--- src/rtl/hazard_unit.sv ---
// Pipeline hazard controller: stall/flush generation, EX forwarding selects,
// data-memory freeze tracking and saturating hazard event counters.
module hazard_unit #(
  parameter int CNT_W   = 32,
  parameter int TIMEOUT = 255
) (
  input  logic             clk,
  input  logic             rst,
  input  logic [4:0]       rs1D,
  input  logic [4:0]       rs2D,
  input  logic [4:0]       rs1E,
  input  logic [4:0]       rs2E,
  input  logic [4:0]       rdE,
  input  logic [1:0]       resultSrcE,
  input  logic             pcSrcE,
  input  logic [4:0]       rdM,
  input  logic [4:0]       rdW,
  input  logic             regWriteM,
  input  logic             regWriteW,
  input  logic             memReqM,
  input  logic             dmemReadyM,
  output logic             stallF,
  output logic             stallD,
  output logic             stallE,
  output logic             stallM,
  output logic             flushD,
  output logic             flushE,
  output logic [1:0]       forwardAE,
  output logic [1:0]       forwardBE,
  output logic [CNT_W-1:0] stallCnt,
  output logic [CNT_W-1:0] flushCnt,
  output logic             memTimeout
);

  localparam int WC_W = $clog2(TIMEOUT + 1);

  typedef enum logic {RUN, MEM_WAIT} state_t;

  state_t           state_q, state_d;
  logic [WC_W-1:0]  wait_cnt_q, wait_cnt_d;
  logic [CNT_W-1:0] stall_cnt_q, flush_cnt_q;
  logic             timeout_q;
  logic             freeze, lw_stall, timeout_hit;

  assign freeze   = memReqM & ~dmemReadyM;
  assign lw_stall = (resultSrcE == 2'b01) && (rdE != 5'd0) &&
                    ((rdE == rs1D) || (rdE == rs2D));

  always_comb begin
    state_d    = state_q;
    wait_cnt_d = wait_cnt_q;
    case (state_q)
      RUN: begin
        wait_cnt_d = '0;
        if (freeze) state_d = MEM_WAIT;
      end
      MEM_WAIT: begin
        if (wait_cnt_q != WC_W'(TIMEOUT)) wait_cnt_d = wait_cnt_q + WC_W'(1);
        if (dmemReadyM) state_d = RUN;
      end
      default: state_d = RUN;
    endcase
  end

  // Visible in the same cycle the wait budget runs out; the sticky flag holds it afterwards.
  assign timeout_hit = (state_q == MEM_WAIT) && !dmemReadyM &&
                       (wait_cnt_q == WC_W'(TIMEOUT));

  always_comb begin
    stallF    = 1'b0;
    stallD    = 1'b0;
    stallE    = 1'b0;
    stallM    = 1'b0;
    flushD    = 1'b0;
    flushE    = 1'b0;
    forwardAE = 2'b00;
    forwardBE = 2'b00;
    if (!rst) begin
      if (freeze) begin
        stallF = 1'b1;
        stallD = 1'b1;
        stallE = 1'b1;
        stallM = 1'b1;
      end else if (pcSrcE) begin
        flushD = 1'b1;
        flushE = 1'b1;
      end else if (lw_stall) begin
        stallF = 1'b1;
        stallD = 1'b1;
        flushE = 1'b1;
      end

      if (regWriteM && rdM != 5'd0 && rdM == rs1E)      forwardAE = 2'b10;
      else if (regWriteW && rdW != 5'd0 && rdW == rs1E) forwardAE = 2'b01;

      if (regWriteM && rdM != 5'd0 && rdM == rs2E)      forwardBE = 2'b10;
      else if (regWriteW && rdW != 5'd0 && rdW == rs2E) forwardBE = 2'b01;
    end
  end

  always_ff @(posedge clk or posedge rst) begin
    if (rst) begin
      state_q     <= RUN;
      wait_cnt_q  <= '0;
      stall_cnt_q <= '0;
      flush_cnt_q <= '0;
      timeout_q   <= 1'b0;
    end else begin
      state_q    <= state_d;
      wait_cnt_q <= wait_cnt_d;
      if (timeout_hit) timeout_q <= 1'b1;
      if (stallF && stall_cnt_q != '1) stall_cnt_q <= stall_cnt_q + CNT_W'(1);
      if (flushE && flush_cnt_q != '1) flush_cnt_q <= flush_cnt_q + CNT_W'(1);
    end
  end

  assign stallCnt   = stall_cnt_q;
  assign flushCnt   = flush_cnt_q;
  assign memTimeout = timeout_q | timeout_hit;

endmodule

--- config.mk ---
export PLATFORM = sky130hd
export DESIGN_NAME = hazard_unit
export DESIGN_NICKNAME = d
export VERILOG_FILES = /design/src/rtl/hazard_unit.sv
export SDC_FILE = /design/constraint.sdc
export NUM_CORES = 1
export LEC_CHECK = 0
export ABC_AREA = 1
export CORE_ASPECT_RATIO = 1.75
export CORE_MARGIN = 10
export CORE_UTILIZATION = 50
export CTS_CLUSTER_SIZE = 40
export DETAILED_ROUTE_END_ITERATION = 12
export DONT_BUFFER_PORTS = 1
export GPL_ROUTABILITY_DRIVEN = 0
export GPL_TIMING_DRIVEN = 0
export MAX_ROUTING_LAYER = met4
export PLACE_DENSITY = 0.64
export SETUP_SLACK_MARGIN = 0.5
export SYNTH_ARGS = -nofsm -noshare
export SYNTH_HDL_FRONTEND = slang
export SYNTH_SLANG_ARGS = --single-unit
--- constraint.sdc ---
create_clock -name clk -period 6.8 [get_ports clk]
set_input_delay 1.36 -clock clk [delete_from_list [all_inputs] [get_ports clk]]
set_output_delay 1.36 -clock clk [all_outputs]
set_load 0.02 [all_outputs]
=== After elaboration in Yosys (flattened, before gate mapping) ===
Cells that the tools add are included.

* Reductions and logical operators: 17
* Bitwise gates (word level): 4
* Mux-type cells: 22
* Add/subtract/negate cells: 3
* Equality and inequality tests: 12

{| class="wikitable"
|+ Operator list
! operator !! number
|-
| 32-bit by 1-bit adder with 32-bit output, second input constant || 2
|-
| 32-bit inequality test, second input constant || 2
|-
| 5-bit equality test || 6
|-
| 8-bit case mux with 2 select lines || 1
|-
| 1-bit 2-to-1 mux || 15
|-
| 5-bit nonzero test || 3
|-
| 1-bit logical AND || 12
|-
| 8-bit by 1-bit adder with 8-bit output, second input constant || 1
|-
| 8-bit equality test, second input constant || 1
|-
| 2-bit 2-to-1 mux || 4
|-
| 8-bit 2-to-1 mux || 1
|-
| 8-bit inequality test, second input constant || 1
|-
| 2-bit by 1-bit equality test with 1-bit output, second input constant || 1
|-
| 2-bit by 1-bit inequality test with 1-bit output, second input constant || 1
|-
| 1-bit inverter || 2
|-
| 1-bit case mux with 2 select lines || 1
|-
| 1-bit AND || 1
|-
| 1-bit zero test || 1
|-
| 1-bit logical OR || 1
|-
| 1-bit bitwise OR || 1
|}

* Flip-flop bits (word level): 74
* Output and inout bits: 75
* Word-level logic and storage cells: 63
* Input port bits: 44

=== Depth between registers and ports, before layout ===
* Depth after elaboration: 8
* Gate-level depth with buffers: 12
* Mapped depth without buffers: 11

=== Worst setup path before layout ===
Ideal clock, no wire load.

* Path type: input to output
* Start point: input port rst
* End point: output port stallF
* Arrival: 4.005 ns
* Slack: 1.435 ns
* Stages: 6
* Buffers on the path: 3
* Required time: 5.440 ns
* Cell sequence: clkbuf_1 -> inv_1 -> nand2_1 -> nand2_2 -> buf_2 -> buf_4

* Word-level cells in the longest chain between the ends: 1

{| class="wikitable"
|+ Ends and longest elaborated chain
! what !! line !! RTL
|-
| start, declared || 8 || <nowiki>input logic rst,</nowiki>
|-
| 1-bit 2-to-1 mux || -- ||
|-
| end, declared || 22 || <nowiki>output logic stallF,</nowiki>
|}

Every way passes these cells.

=== Worst setup path after layout ===
* Start point: input port rst
* End point: output port flushE

* Word-level cells in the longest chain between the ends: 1

{| class="wikitable"
|+ Ends and longest elaborated chain
! what !! line !! RTL
|-
| 1-bit 2-to-1 mux || 78 || <nowiki>if (!rst) begin</nowiki>
|-
| end, declared || 27 || <nowiki>output logic flushE,</nowiki>
|}

Every way passes these cells.

==> metrics.cfg <==
[clocking]
post-cts-setup-buffer-count=0
cts_max_path_buffers=2
cts_tree=yes
cts_buffers=9
htree_levels=3
cts_root_buffer=clkbuf_16
cts_resized=0
cts.hold.buffers_added=0
clk_pin_slew_worst_paths_ns=0.06
numClockSinks=74
clk_latency_ns=0.34

[placement]
dpl_worst_slack_ns=2.53
portBuffers=0
dp_hpwl_mm=13.0
place_area_um2=5640

[timing]
min_period_ns=4.26
setup_viol=0
fin_ws_ns=2.54
hold_violations=0
report.final.slew_viol_count=0
max_slew_margin_pct=37.0
fmax_mhz=235
period_share_pct=62.7
tightest_slew_ns=0.937
tns_ns=0
rsz0062_at_grt=false
fin_skew_ns=0.00501

[setup_path]
cp-startpoint=rst
worst_ep_arrival_time_ns=2.90
startpoint_type=primary input
slowest_stage=a21boi_0
r2r_start=stallCnt[0]$_DFFE_PP0P_
cp_cell_sequence=clkbuf_1, nor2_1, a21boi_0
worst_setup_path_end_kind=output port
path_class=in2out
worstPathMaxFanout=9
crit_required_ns=5.44
critPathMaxStageDelay_ns=0.75

[detailed_routing]
wl_met2_mm=8.91
wl_met1_mm=5.21
antenna_left=0
wl_per_cell_um=16.6
dr.pass1.iters=5
wl_met3_mm=1.23
vias=5336
routed.top_layer=met4
drc=0
postRouteWirelength_mm=16.2
drtIter0Drc=178
viasPerCell=5.49

[grt]
grt_pass1_vias=5403
antenna_found_initial=0
grt_max_degree=46
grt_pass1_wl_mm=26.2
track_usage_pct=21.1
overflow=0

[power_and_ir_drop]
seq_power_share_pct=45.0
power.net_switching_mw=0.338
power_frac_comb_pct=10.3
powerDensity_nw_per_um2=198
ir_worst_vdd_uv=140
p_leak_nw=2.99
report.power.total_mw=1.18
clockPowerShare_pct=44.7
p_int_mw=0.841
p_sw_share_pct=28.6

[synth]
synth_edf_count=0
synth-async-reset-ratio_pct=100
seq_area_frac_synth_pct=34.0
yosys.area_share.simple_pct=46.2
synthAdderAreaFrac_pct=0.689
synthCells=825
synth.distinct_cells=37
synth_seq_cells=74
synth_xor_area_share_pct=8.52
synth_top_family_by_area=simple AND/OR/NAND/NOR gates
synth_mux_area_share_pct=0
synth_area_per_cell_um2=6.60
synth_nets=872
yosysWarnings=0
synth.cell_area_um2=5450
synth-main-ff-cell=dfrtp_1
synth-compound-area-share_pct=2.60

[layout]
area_growth_pct=9.58
num-fill-cells=1068
diodes=0
final_nets=884
multi_input_area_um2=3160
final_core_util_pct=55.8
final_area_um2=5970
seq_area_um2=1850
drive_gt1_share_pct=7.13

[floorplanning]
row_count=50
dieArea_um2=15600
coreArea_um2=10700
initial_core_util_pct=50.9
die_h_um=158
top_level_ports=119
die_x_um=98.9

[outcome]
status=finished, final reports clean

[hold_path]
min_from=timeout_q$_DFFE_PP0P_
hold_path_class=reg2reg

[run]
cap_viol_max_count=0

-- synthesized netlist by cell type, drive strengths merged, types with 3 or more instances --
cell	instances	area (um2)
xor2	31	272
inv	74	278
or2	4	25.0
nand4	43	275
dfrtp	74	1850
nor2	99	399
clkbuf	4	15.0
nand2	329	1260
o21ai	6	30.0
buf	20	143
nor3	16	80.1
a211oi	3	22.5
nand3b	18	135
a21oi	3	15.0
nand3	63	325
xnor2	22	193
ha	3	37.5
-- area by class of cell --
class,instances,area share [%]
Inverter,74,4.70
Clock inverter,6,1.51
Multi-Input combinational cell,653,52.9
Tap cell,130,2.73
Buffer,24,2.64
Clock buffer,10,4.00
Timing Repair Buffer,1,0.461
Sequential cell,74,31.0
-- per-stage QoR --
stage | cells | hold WS (ns)
detailed placement | 956 | 0.451
floorplan | 825 | 0.424
finish | 972 | 0.455
CTS | 972 | 0.465
global route | 972 | 0.484
global placement | 955 | 0.436
-- worst max-delay path: cells and delay by family --
kind	cells	cell delay [ns]
AOI/OAI and AO/OA	1	0.75
and+or+nand+nor	1	0.61
buffers and inverters	1	0.18
-- state kept, by name, summed over array words and instances, names as in the netlist --
signal / cells
stallCnt: 32
wait_cnt_q: 8
timeout_q: 1
flushCnt: 32
state_q: 1
-- path summary, 6_finish.rpt --
path                                              to  slack (ns)  depth (start not counted)
max in group asynchronous    flushCnt[1]$_DFFE_PP0P_        5.08                          3
min in group asynchronous  wait_cnt_q[3]$_DFFE_PP0P_        1.16                          2
max                                           flushE        2.54                          3
max reg2reg                 stallCnt[23]$_DFFE_PP0P_        4.60                         11
min reg2reg                    timeout_q$_DFFE_PP0P_        0.46                          2
min                            timeout_q$_DFFE_PP0P_        0.46                          2
-- cells by family after synthesis --
logic type | Yosys count
compound gates | 22
buf+inv | 98
fa+ha+maj | 3
xor+xnor | 53
flops | 74
simple gates | 575
-- power by group through the flow --
stage	logic [mW]	registers (mW)	clock network, mW
after floorplan	0.0982	0.525	0
after global placement	0.118	0.540	0
after detailed placement	0.123	0.540	0
after CTS	0.124	0.533	0.538
after global routing	0.139	0.537	0.552
final	0.122	0.530	0.527
-- placed cells by master (no fill, tap or decap), drive strengths merged, types with 4 or more instances in the layout --
cell / count
nand2: 329
nand4: 43
inv: 74
xnor2: 22
xor2: 31
dfrtp: 74
or2: 4
nand3b: 18
nand3: 63
nor2: 99
nor3: 16
o21ai: 6
buf: 21
clkbuf: 14
-- per-layer routing --
metal | vias to the layer above | GRT usage [%]
met5 | - | -
met4 | 0 | 13.2
met3 | 52 | 7.16
met2 | 151 | 39.1
met1 | 2481 | 17.5
li1 | 2652 | -
Note: power is estimated with default switching activity, not from simulation.
